===== src/rtl/GamePkg.sv =====
// Shared game-side types plus the LAN frame constants and transmitter state encoding.
package GamePkg;

  localparam int PLAYFIELD_ROWS    = 20;
  localparam int PLAYFIELD_COLS    = 10;
  localparam int NEXT_PIECES_COUNT = 5;

  typedef enum logic [3:0] {
    TILE_BLANK   = 4'd0,
    TILE_I       = 4'd1,
    TILE_O       = 4'd2,
    TILE_T       = 4'd3,
    TILE_S       = 4'd4,
    TILE_Z       = 4'd5,
    TILE_J       = 4'd6,
    TILE_L       = 4'd7,
    TILE_GARBAGE = 4'd8
  } tile_type_t;

  localparam logic [7:0] LAN_SYNC_BYTE   = 8'hA5;
  localparam int         LAN_FRAME_BYTES = 103 + NEXT_PIECES_COUNT;

  // Two tiles per field byte: even column in the low nibble, odd column in the high nibble.
  localparam int FIELD_PAIRS     = PLAYFIELD_COLS / 2;
  localparam int LAN_FIELD_BYTES = PLAYFIELD_ROWS * FIELD_PAIRS;

  localparam int ROW_W  = $clog2(PLAYFIELD_ROWS);
  localparam int COL_W  = $clog2(PLAYFIELD_COLS);
  localparam int PAIR_W = $clog2(FIELD_PAIRS);
  localparam int QPTR_W = $clog2(NEXT_PIECES_COUNT);
  localparam int FPTR_W = $clog2(LAN_FIELD_BYTES);

  typedef enum logic [2:0] {
    TX_IDLE,
    TX_SYNC,
    TX_HOLD,
    TX_NEXT,
    TX_FIELD,
    TX_CHECK
  } tx_state_t;

endpackage


===== src/rtl/game_state_transmitter.sv =====
// Serialises a snapshot of the local game state into one framed, checksummed byte
// stream over a valid/ready link: sync, hold, next queue, packed field, XOR checksum.
module game_state_transmitter
  import GamePkg::*;
#(
  parameter logic [7:0] SYNC_BYTE = LAN_SYNC_BYTE
) (
  input  logic       clk,
  input  logic       rst_l,
  input  logic       send_start,
  input  tile_type_t playfield_data [PLAYFIELD_ROWS][PLAYFIELD_COLS],
  input  tile_type_t next_pieces_queue [NEXT_PIECES_COUNT],
  input  tile_type_t hold_piece_type,
  input  logic       hold_piece_valid,
  output logic [7:0] tx_data,
  output logic       tx_valid,
  input  logic       tx_ready,
  output logic       busy,
  output logic       frame_done
);

  localparam logic [QPTR_W-1:0] QPTR_LAST = QPTR_W'(NEXT_PIECES_COUNT - 1);
  localparam logic [FPTR_W-1:0] FPTR_LAST = FPTR_W'(LAN_FIELD_BYTES - 1);

  tx_state_t         state_q, state_d;
  logic [7:0]        tx_data_q, tx_data_d;
  logic              tx_valid_q, tx_valid_d;
  logic              busy_q, busy_d;
  logic              frame_done_q, frame_done_d;
  logic [7:0]        csum_q, csum_d;
  logic [QPTR_W-1:0] qptr_q, qptr_d;
  logic [FPTR_W-1:0] fptr_q, fptr_d;
  logic              snap_en;

  tile_type_t field_snap [PLAYFIELD_ROWS][PLAYFIELD_COLS];
  tile_type_t queue_snap [NEXT_PIECES_COUNT];
  tile_type_t hold_type_snap;
  logic       hold_valid_snap;

  logic              handshake;
  logic [QPTR_W-1:0] q_sel;
  logic [FPTR_W-1:0] f_sel;
  logic [ROW_W-1:0]  f_row;
  logic [PAIR_W-1:0] f_pair;
  logic [COL_W-1:0]  col_lo, col_hi;
  logic [7:0]        hold_byte, queue_byte, field_byte;

  assign handshake = tx_valid_q && tx_ready;

  // Operand fetch: each selector points at the byte that follows the one on the link now.
  always_comb begin
    q_sel = (state_q == TX_NEXT  && qptr_q != QPTR_LAST) ? qptr_q + QPTR_W'(1) : '0;
    f_sel = (state_q == TX_FIELD && fptr_q != FPTR_LAST) ? fptr_q + FPTR_W'(1) : '0;
    f_row  = ROW_W'(f_sel / FPTR_W'(FIELD_PAIRS));
    f_pair = PAIR_W'(f_sel % FPTR_W'(FIELD_PAIRS));
    col_lo = COL_W'({f_pair, 1'b0});
    col_hi = COL_W'({f_pair, 1'b1});
    hold_byte  = {hold_valid_snap, 3'b000, hold_type_snap};
    queue_byte = {4'b0000, queue_snap[q_sel]};
    field_byte = {field_snap[f_row][col_hi], field_snap[f_row][col_lo]};
  end

  always_comb begin
    // NOTE: every variable gets a default before the case so no path can infer a latch.
    state_d      = state_q;
    tx_data_d    = tx_data_q;
    tx_valid_d   = tx_valid_q;
    busy_d       = busy_q;
    frame_done_d = 1'b0;
    csum_d       = csum_q;
    qptr_d       = qptr_q;
    fptr_d       = fptr_q;
    snap_en      = 1'b0;

    unique case (state_q)
      TX_IDLE: begin
        if (send_start) begin
          snap_en    = 1'b1;
          state_d    = TX_SYNC;
          tx_data_d  = SYNC_BYTE;
          tx_valid_d = 1'b1;
          busy_d     = 1'b1;
          csum_d     = '0;
          qptr_d     = '0;
          fptr_d     = '0;
        end
      end
      TX_SYNC: begin
        if (handshake) begin
          state_d   = TX_HOLD;
          tx_data_d = hold_byte;
        end
      end
      TX_HOLD: begin
        if (handshake) begin
          csum_d    = csum_q ^ tx_data_q;
          state_d   = TX_NEXT;
          qptr_d    = '0;
          tx_data_d = queue_byte;
        end
      end
      TX_NEXT: begin
        if (handshake) begin
          csum_d = csum_q ^ tx_data_q;
          if (qptr_q == QPTR_LAST) begin
            state_d   = TX_FIELD;
            fptr_d    = '0;
            tx_data_d = field_byte;
          end else begin
            qptr_d    = qptr_q + QPTR_W'(1);
            tx_data_d = queue_byte;
          end
        end
      end
      TX_FIELD: begin
        if (handshake) begin
          csum_d = csum_q ^ tx_data_q;
          if (fptr_q == FPTR_LAST) begin
            state_d   = TX_CHECK;
            tx_data_d = csum_d;
          end else begin
            fptr_d    = fptr_q + FPTR_W'(1);
            tx_data_d = field_byte;
          end
        end
      end
      TX_CHECK: begin
        if (handshake) begin
          state_d      = TX_IDLE;
          tx_data_d    = '0;
          tx_valid_d   = 1'b0;
          busy_d       = 1'b0;
          frame_done_d = 1'b1;
        end
      end
      default: state_d = TX_IDLE;
    endcase
  end

  // NOTE: sequential state uses non-blocking assignments so every flop samples pre-edge values.
  always_ff @(posedge clk or negedge rst_l) begin
    if (!rst_l) begin
      state_q      <= TX_IDLE;
      tx_data_q    <= '0;
      tx_valid_q   <= 1'b0;
      busy_q       <= 1'b0;
      frame_done_q <= 1'b0;
      csum_q       <= '0;
      qptr_q       <= '0;
      fptr_q       <= '0;
    end else begin
      state_q      <= state_d;
      tx_data_q    <= tx_data_d;
      tx_valid_q   <= tx_valid_d;
      busy_q       <= busy_d;
      frame_done_q <= frame_done_d;
      csum_q       <= csum_d;
      qptr_q       <= qptr_d;
      fptr_q       <= fptr_d;
    end
  end

  // NOTE: the snapshot is a plain data store with no reset; it is always loaded before it is read.
  always_ff @(posedge clk) begin
    if (snap_en) begin
      field_snap      <= playfield_data;
      queue_snap      <= next_pieces_queue;
      hold_type_snap  <= hold_piece_type;
      hold_valid_snap <= hold_piece_valid;
    end
  end

  assign tx_data    = tx_data_q;
  assign tx_valid   = tx_valid_q;
  assign busy       = busy_q;
  assign frame_done = frame_done_q;

endmodule


===== config.mk =====
export PLATFORM = sky130hd
export DESIGN_NAME = game_state_transmitter
export DESIGN_NICKNAME = d
export VERILOG_FILES = /design/src/rtl/GamePkg.sv /design/src/rtl/game_state_transmitter.sv
export SDC_FILE = /design/constraint.sdc
export NUM_CORES = 1
export LEC_CHECK = 0
export ABC_AREA = 0
export BUFFER_PORTS_ARGS = -buffer_cell sky130_fd_sc_hd__buf_4
export CAP_MARGIN = 30
export CORE_AREA = 3 3 322 324
export DETAILED_ROUTE_END_ITERATION = 10
export DIE_AREA = 0 0 325 327
export SLEW_MARGIN = 20
export SYNTH_ARGS = -nofsm -noshare
export SYNTH_HDL_FRONTEND = slang
export SYNTH_SLANG_ARGS = --single-unit

===== constraint.sdc =====
create_clock -name clk -period 113.5 [get_ports clk]
set_input_delay 5.675 -clock clk [delete_from_list [all_inputs] [get_ports clk]]
set_output_delay 5.675 -clock clk [all_outputs]
set_load 0.02 [all_outputs]

# Yosys cells after proc, flatten, opt, wreduce, memory -nomap -nowiden
# Index checks and enable logic that the tools add are counted.
dict set report totals {
  latch_bits 0
  romBits 0
  mem_count 0
  ram_bits 0
  elab_cells 315
  input_bits 829
  out_inout_bits 11
  register_bits 856
}
dict set report classes {
  n_mul 0
  bitwise_logic 5
  mux 52
  addsub 2
  n_shift 0
  eq_ne 20
  n_reduce_logical 16
  order_cmp 4
  div 2
}
# cell n
set op_table {}
lappend op_table {{$bmux 40 s5} 1}
lappend op_table {{$mux 40} 2}
lappend op_table {{$mux 8} 10}
lappend op_table {{$pmux 8 s6} 1}
lappend op_table {{$mux 7} 6}
lappend op_table {{$mux 3} 12}
lappend op_table {{$bmux 4 s4} 2}
lappend op_table {{$mux 4} 6}
lappend op_table {{$pmux 7 s3} 1}
lappend op_table {{$pmux 3 s6} 1}
lappend op_table {{$ne 2x2->1 const B} 8}
lappend op_table {{$pmux 8 s2} 1}
lappend op_table {{$bmux 4 s3} 1}
lappend op_table {{$ge 5x5->1 const B} 2}
lappend op_table {{$not 4->5} 2}
lappend op_table {{$eq 3x3->1 const B} 3}
lappend op_table {{$pmux 3 s3} 1}
lappend op_table {{$reduce_and 8->1} 1}
lappend op_table {{$xor 8x8->8} 1}
lappend op_table {{$add 7x1->7 const B} 1}
lappend op_table {{$div 7x3->7 const B} 1}
lappend op_table {{$eq 7x7->1 const B} 1}
lappend op_table {{$mod 7x3->7 const B} 1}
lappend op_table {{$ne 7x7->1 const B} 1}
lappend op_table {{other kinds (21)} 34}

# Depth between registers and ports, before layout
# Gate-level depths: netlist (run 1).
dict set report depth {
  ltp_word 14
  ltp_mapped 27
  ltp_nobuf 20
}

# Least setup slack after synthesis (run 1)
# OpenSTA, ideal clock, no wires.
dict set report synth_timing {
  path_type {input -> register}
  start {in send_start}
  end {reg csum_q[5]}
  setup_time_ns 0.127
  n_path_buf 1
  setup_slack_ns 19.102
  stages 6
  t_arrival_ns 94.271
  required_ns 113.373
  cell_sequence {nor4b_1 -> or2_2 -> clkbuf_1 -> o21ai_0 -> nand2_1 -> o21ai_0}
}
dict set report synth_via {
  elab_chain_len 2
}
# element line
set synth_rtl {}
lappend synth_rtl {{start: declaration} game_state_transmitter.sv:10} ;# input logic send_start,
lappend synth_rtl {{$ne 2x2->1 (no source line)} n/a}
lappend synth_rtl {{$reduce_and 3->1 (no source line)} n/a}
lappend synth_rtl {{end signal: assignment} game_state_transmitter.sv:157} ;# csum_q <= csum_d;
lappend synth_rtl {{end: declaration} game_state_transmitter.sv:30} ;# logic [7:0] csum_q, csum_d;
# Every way passes these cells.
# A chain may end at the register's enable or synchronous reset.

# Worst setup path after layout (run 1)
dict set report layout_timing {
  start {in send_start}
  end {reg field_snap[408] (netlist name), enable pin}
}
dict set report layout_via {
  elab_chain_len 2
}
# element line
set layout_rtl {}
lappend layout_rtl {{$mux 1} game_state_transmitter.sv:77} ;# if (send_start) begin
lappend layout_rtl {{$mux 1} game_state_transmitter.sv:75} ;# unique case (state_q)
lappend layout_rtl {{named net snap_en} game_state_transmitter.sv:33} ;# logic snap_en;
lappend layout_rtl {{end signal: assignment} game_state_transmitter.sv:166} ;# field_snap <= playfield_data;
lappend layout_rtl {{end: declaration} game_state_transmitter.sv:35} ;# tile_type_t field_snap [PLAYFIELD_ROWS][PLAYFIELD_COLS];
# The timed path passes the listed nets, and every way through them passes these cells.

==> results of run 1 <==
[per-stage QoR]
step	setup slack, ns	utilization	cells	power [W]	area [µm²]
2_1_floorplan	19.10	-	2397	0.000858	35300
4_1_cts	103.79	0.453	4668	0.00151	45900
6_report	103.92	0.454	4703	0.00150	46000
3_5_place_dp	103.08	0.424	4502	0.00122	43000
3_3_place_gp	102.66	0.424	4500	0.00122	43000
5_1_grt	103.65	0.454	4699	0.00157	46000
[synthesized netlist by cell type, types with 5 or more instances]
| library cell | n | share of area |
|---|---|---|
| nor2_1 | 52 | 0.0055 |
| buf_4 | 19 | 0.0040 |
| xor2_1 | 8 | 0.0020 |
| buf_6 | 15 | 0.0048 |
| xnor2_1 | 6 | 0.0015 |
| buf_2 | 33 | 0.0047 |
| o211ai_1 | 17 | 0.0036 |
| nand4_1 | 10 | 0.0018 |
| o21ai_1 | 6 | 0.00085 |
| o21a_1 | 6 | 0.0013 |
| o31ai_1 | 10 | 0.0021 |
| a21oi_1 | 62 | 0.0088 |
| a221oi_1 | 26 | 0.0065 |
| dfrtp_1 | 31 | 0.022 |
| inv_1 | 10 | 0.0011 |
| and3_1 | 92 | 0.016 |
| o2111ai_1 | 5 | 0.0012 |
| nand2b_1 | 9 | 0.0016 |
| ha_1 | 5 | 0.0018 |
| o221ai_1 | 10 | 0.0025 |
| nor3_1 | 24 | 0.0034 |
| o21ai_0 | 67 | 0.0095 |
| nor4_1 | 8 | 0.0014 |
| a31oi_1 | 67 | 0.012 |
| a211o_1 | 6 | 0.0015 |
| a211oi_1 | 119 | 0.025 |
| a32oi_1 | 16 | 0.0040 |
| and2_1 | 9 | 0.0016 |
| a2111oi_0 | 5 | 0.0012 |
| or3_1 | 6 | 0.0011 |
| clkbuf_1 | 80 | 0.0085 |
| mux2i_1 | 32 | 0.0091 |
| a311oi_1 | 43 | 0.011 |
| nand2_1 | 408 | 0.043 |
| buf_1 | 10 | 0.0011 |
| nand3_1 | 79 | 0.011 |
| mux4_2 | 50 | 0.032 |
| a22oi_1 | 20 | 0.0043 |
| edfxtp_1 | 825 | 0.70 |
| o22ai_1 | 14 | 0.0025 |
[layer usage]
layer,GRT usage,vias to the layer above,wire length (µm)
li1,-,11200,-
met1,0.347,13100,57800
met2,0.435,1362,70700
met3,0.0572,232,12300
met4,0.102,6,5170
met5,0,-,45
[worst reg2reg max path: stages, from the launching register on]
cell and delay (ns):
dfrtp_1 0.48, ha_1 0.40, and4_1 0.42, o21ai_0 0.17, a211oi_1 0.39, or2_1 0.33, mux2i_2 0.55, a211o_4 0.55
buf_4 0.84, nor2_4 0.12, a21o_4 0.46, nand2_8 0.72, buf_4 0.75, mux2i_1 0.35, o22ai_1 0.12, a211oi_1 0.22
nor3_1 0.09, o311ai_1 0.95, a32oi_1 0.22
[kinds of logic after synthesis]
kind of cell / after synthesis
flops: 856
simple gates: 725
compound gates: 543
buf+inv: 170
mux: 84
xor+xnor: 14
fa+ha+maj: 5
[how the worst max path moves through the flow]
stage | cells after the start | slack, ns | startpoint | endpoint
final | 6 | 103.92 | send_start | field_snap[408]
after global routing | 8 | 103.65 | send_start | field_snap[703]
after CTS | 7 | 103.79 | send_start | field_snap[252]
after detailed placement | 7 | 103.08 | send_start | field_snap[27]
after global placement | 7 | 102.66 | send_start | field_snap[27]
after floorplan | 6 | 19.10 | send_start | csum_q[5]
[registers in the layout, summed over array words and instances (netlist names)]
register / flops
hold_type_snap: 4
field_snap: 800
qptr_q: 3
frame_done: 1
tx_data: 8
fptr_q: 7
state_q: 3
queue_snap: 20
hold_valid_snap: 1
busy: 1
csum_q: 8
[power groups by stage]
| stage | clock (W) | combinational (W) | sequential (W) |
|---|---|---|---|
| floorplan | 0 | 0.000497 | 0.000361 |
| global placement | 0 | 0.000853 | 0.000363 |
| detailed placement | 0 | 0.000853 | 0.000363 |
| CTS | 0.000300 | 0.000856 | 0.000356 |
| global route | 0.000312 | 0.000900 | 0.000357 |
| finish | 0.000294 | 0.000851 | 0.000356 |
[area by class of cell]
| type | instances | area, µm² | share of cell area |
|---|---|---|---|
| Timing Repair Buffer | 898 | 6810 | 0.148 |
| Tap cell | 1368 | 1710 | 0.0372 |
| Antenna cell | 33 | 82.6 | 0.00179 |
| Inverter | 11 | 41.3 | 0.000897 |
| Clock buffer | 110 | 2430 | 0.0529 |
| Sequential cell | 856 | 25500 | 0.555 |
| Multi-Input combinational cell | 1371 | 8950 | 0.194 |
| Clock inverter | 56 | 458 | 0.00995 |
==> results.cfg, run 1 <==
[global_routing]
grt_pass1_wl_um = 197000
grt_overflow = 0
grt_max_degree = 182
grt_usage = 0.266
grt_antenna_before_repair = 40
grt_pass1_vias = 25400

[cts]
clk_path_buf_depth = 3
htreeDepth = 3
clkLatencyLatePin_ns = 0.67
cts_hold_buf = 0
cts_sinks = 856
post_cts_resized = 0
cts_tree = done
path_clk_slew_ns = 0.06
cts_buffers = 94
cts_setup_buffers = 0
clockRootBuffer = clkbuf_16

[place]
gp_congestion = 0.889
port_buffers = 839
dp_hpwl_um = 106000

[logic_synthesis]
yosys.cell_types.count = 87
synth_xor_area_frac = 0.00347
synth_area_mm2 = 0.0353
yosys_warnings = 0
synth_ff_type = edfxtp_1
synth_mux_area_frac = 0.0417
synth_compound_area_frac = 0.110
synthSimpleGateAreaFrac = 0.0941
synth_fa_ha_area_frac = 0.00177
syn_nets = 3231
synth_edf_count = 825
synth-seq-area-share = 0.724
synth_top_family_by_area = compound AO/OA/AOI/OAI gates
syn_area_per_cell_um2 = 14.7
async_reset_ff_frac = 0.0362
syn_inst = 2397
yosys_register_bits = 856

[setup_path]
reg2reg_to = tx_data[1]
cp_cell_sequence = buf_4 > nor4b_2 > buf_12 > buf_4 > buf_4 > buf_4
crit_top_cell = buf_4
crit_fanout = 181
worst-endpoint-required_ns = 113.78
slowest_stage = buf_4
cp-end-kind = flip-flop
crit_type = in2reg
r2r_slack_ns = 105.23
r2r-start = fptr_q[0]
path_delay_family = buffers and inverters
critPathMaxStageDelay_ns = 0.88
cp_num_buf_inv = 5
ff2ff_path_depth = 18
cp-start-kind = primary input
cp.arrival_ns = 9.86

[power]
p_seq_frac = 0.237
switchingPower_w = 0.000739
power.density_mw_per_mm2 = 32.6
clkPwrFrac = 0.196
combPwrFrac = 0.567
p_leak_nw = 16.8
swShare = 0.492
p_int_w = 0.000763
ir_drop_mv = 0.0925

[worst_hold_path]
hold_end = csum_q[2]
hold_depth = 1
hold_start = csum_q[2]
worstHoldPathType = reg2reg

[sta]
fmax_ghz = 0.104
timing.hold.ws_ns = 0.504
finalCriticalPeriod_ns = 9.58
period_share = 0.0844
rsz0062_at_grt = false
tightestPinTransition_ns = 1.22
maxSlewViolCount = 0
fin_tns_setup_ns = 0
finClkSkew_ns = 0.0296
hold_viol = 0
slew_headroom = 0.185
setup_viol = 0

[floorplanning]
core_area_mm2 = 0.101
die_y_um = 327
row_count = 117
die_x_um = 325
pin_count = 840
die-area_mm2 = 0.106
start_util = 0.348

[route]
firstDrtPassIters = 5
num_vias = 25900
wirelength_um = 146000
via_per_inst = 5.50
drc = 0
wl_per_cell_um = 31.0
drtIter0Drc = 2780
antenna_left = 0

[run]
cap_viol_max_count = 0

[final_layout]
syn2layout_area_growth_pct = 30.5
layout_commonest_cell = buf_4
final_cell_mix = buf_4 (892), edfxtp_1 (825), nand2_1 (407), a211oi_1 (119), clkbuf_16 (95)
layout.filler_cells = 9121
drive_above_1_share = 0.336
nNetsFinal = 4066

[run_status]
status = finished clean
(Power assumes the default switching activity.)
==> inputs of run 2 (changes only) <==
- clock period: 113.5 -> 9.71 ns (I/O delays scaled with it)
==> results.cfg, run 2 (synthesis results as in run 1) <==
[setup_path]
cp-end-kind = flip-flop
crit_fanout = 122
ff2ff_path_depth = 17
cp-start-kind = flip-flop
cp.arrival_ns = 8.39
worst-endpoint-required_ns = 10.31
crit_type = reg2reg

[power]
ir_drop_mv = 0.509
power.density_mw_per_mm2 = 330
finalPower_w = 0.0180
p_leak_nw = 20.3

[final_layout]
drive_above_1_share = 0.271
multiInputGateArea_mm2 = 0.00896
largest_register_ff_count = 800
regMostFlops = field_snap
final_cell_mix = buf_4 (887), dlygate4sd3_1 (826), edfxtp_1 (825), nand2_1 (407), a211oi_1 (119)
layout.filler_cells = 8180
largestRegisters = field_snap: 800 flops, queue_snap: 20 flops
seq_area_mm2 = 0.0255
nNetsFinal = 4891
layout_commonest_cell = buf_4
syn2layout_area_growth_pct = 54.6

[route]
wirelength_um = 161000
via_per_inst = 5.39
drtIter0Drc = 2913
wl_per_cell_um = 29.0
num_vias = 29900
drc = 0
firstDrtPassIters = 6
antenna_left = 0

[cts]
clkLatencyLatePin_ns = 0.70
clockRootBuffer = clkbuf_16
htreeDepth = 3
clk_path_buf_depth = 3
cts_tree = done
cts_buffers = 94
cts_sinks = 856
path_clk_slew_ns = 0.06
post_cts_resized = 0

[sta]
maxSlewViolCount = 0
fmax_ghz = 0.128
tightestPinTransition_ns = 1.02
period_share = 0.802
setup_viol = 0
hold_viol = 0
rsz0062_at_grt = false
finClkSkew_ns = 0.0436
fin_tns_setup_ns = 0
slew_headroom = 0.322
finalCriticalPeriod_ns = 7.78
fin_ws_ns = 1.93

[floorplanning]
die_y_um = 327
start_util = 0.348
die_x_um = 325
pin_count = 840
row_count = 117
die-area_mm2 = 0.106
core_area_mm2 = 0.101

[place]
gp_congestion = 0.900
port_buffers = 839
dp_hpwl_um = 113000
place_ws_ns = 1.83

[global_routing]
grt_pass1_vias = 30600
grt_pass1_wl_um = 225000
grt_usage = 0.295
grt_max_degree = 161
grt_overflow = 0
grt_antenna_before_repair = 41

[run_status]
status = finished clean

[run]
cap_viol_max_count = 0

[worst_hold_path]
hold_depth = 3
worstHoldPathType = in2reg
-- run 2: cell count changes in the layout (fill, tap and decap cells not counted), sizes merged --
cell and change:
diode +7, bufinv +3, dlygate4sd3 +826, clkinvlp +5
buf -1, clkbuf -3
-- run 2: metal layers --
layer,up-vias,track usage,part of all wire
li1,12900,-,-
met1,15000,0.372,0.40
met2,1612,0.508,0.50
met3,302,0.0629,0.074
met4,16,0.0926,0.033
met5,-,0,0.00062
-- run 2: cell type report --
| cell class | count | area share |
|---|---|---|
| clock inverter | 64 | 0.0122 |
| timing repair buffer | 1723 | 0.277 |
| tap | 1368 | 0.0314 |
| multi-input combinational | 1371 | 0.164 |
| clock buffer | 107 | 0.0440 |
| antenna | 40 | 0.00184 |
| sequential | 856 | 0.468 |
| inverter | 11 | 0.000757 |
-- run 2: critical path: stages (launching register included) --
cell,delay (ns)
dfrtp_1,0.46
ha_1,0.36
and3_1,0.25
or3_1,0.33
a211oi_1,0.51
or2_1,0.36
mux2i_2,0.53
a211o_4,0.67
a21bo_2,0.31
a21o_4,0.56
nand2_8,0.54
buf_12,0.41
mux2i_1,0.28
a221oi_1,0.94
a32oi_1,0.21
a31oi_1,0.53
nor3_1,0.14
a211oi_1,0.25
-- run 2: timing repair --
item	4_1_cts	5_1_grt
hold buffers	826	0
endpoints found under the hold margin	856	0
setup buffers	0	0
-- run 2: worst paths after layout --
check                               start  slack (ns)          to
worst max-delay path            fptr_q[0]        1.93  tx_data[5]
worst min-delay path             tx_ready        0.23  state_q[2]
worst max register to register  fptr_q[0]        1.93  tx_data[5]
worst min register to register  csum_q[0]        0.51   csum_q[0]
max in group asynchronous           rst_l        9.03   fptr_q[3]
min in group asynchronous           rst_l        0.32   fptr_q[6]
-- run 2: power by group --
part	internal, W	total (W)	switching [W]
registers	0.00409	0.00418	0.0000897
logic	0.00311	0.0102	0.00712
clock network	0.00203	0.00361	0.00158
-- run 2: per-stage QoR --
step	util	area, µm²	hold WS [ns]	cells
after floorplan	-	35300	0.190	2397
after global placement	0.424	43000	0.477	4496
after detailed placement	0.424	43000	0.467	4500
after CTS	0.536	54400	0.178	5497
after global routing	0.537	54500	0.208	5527
final	0.538	54500	0.230	5540
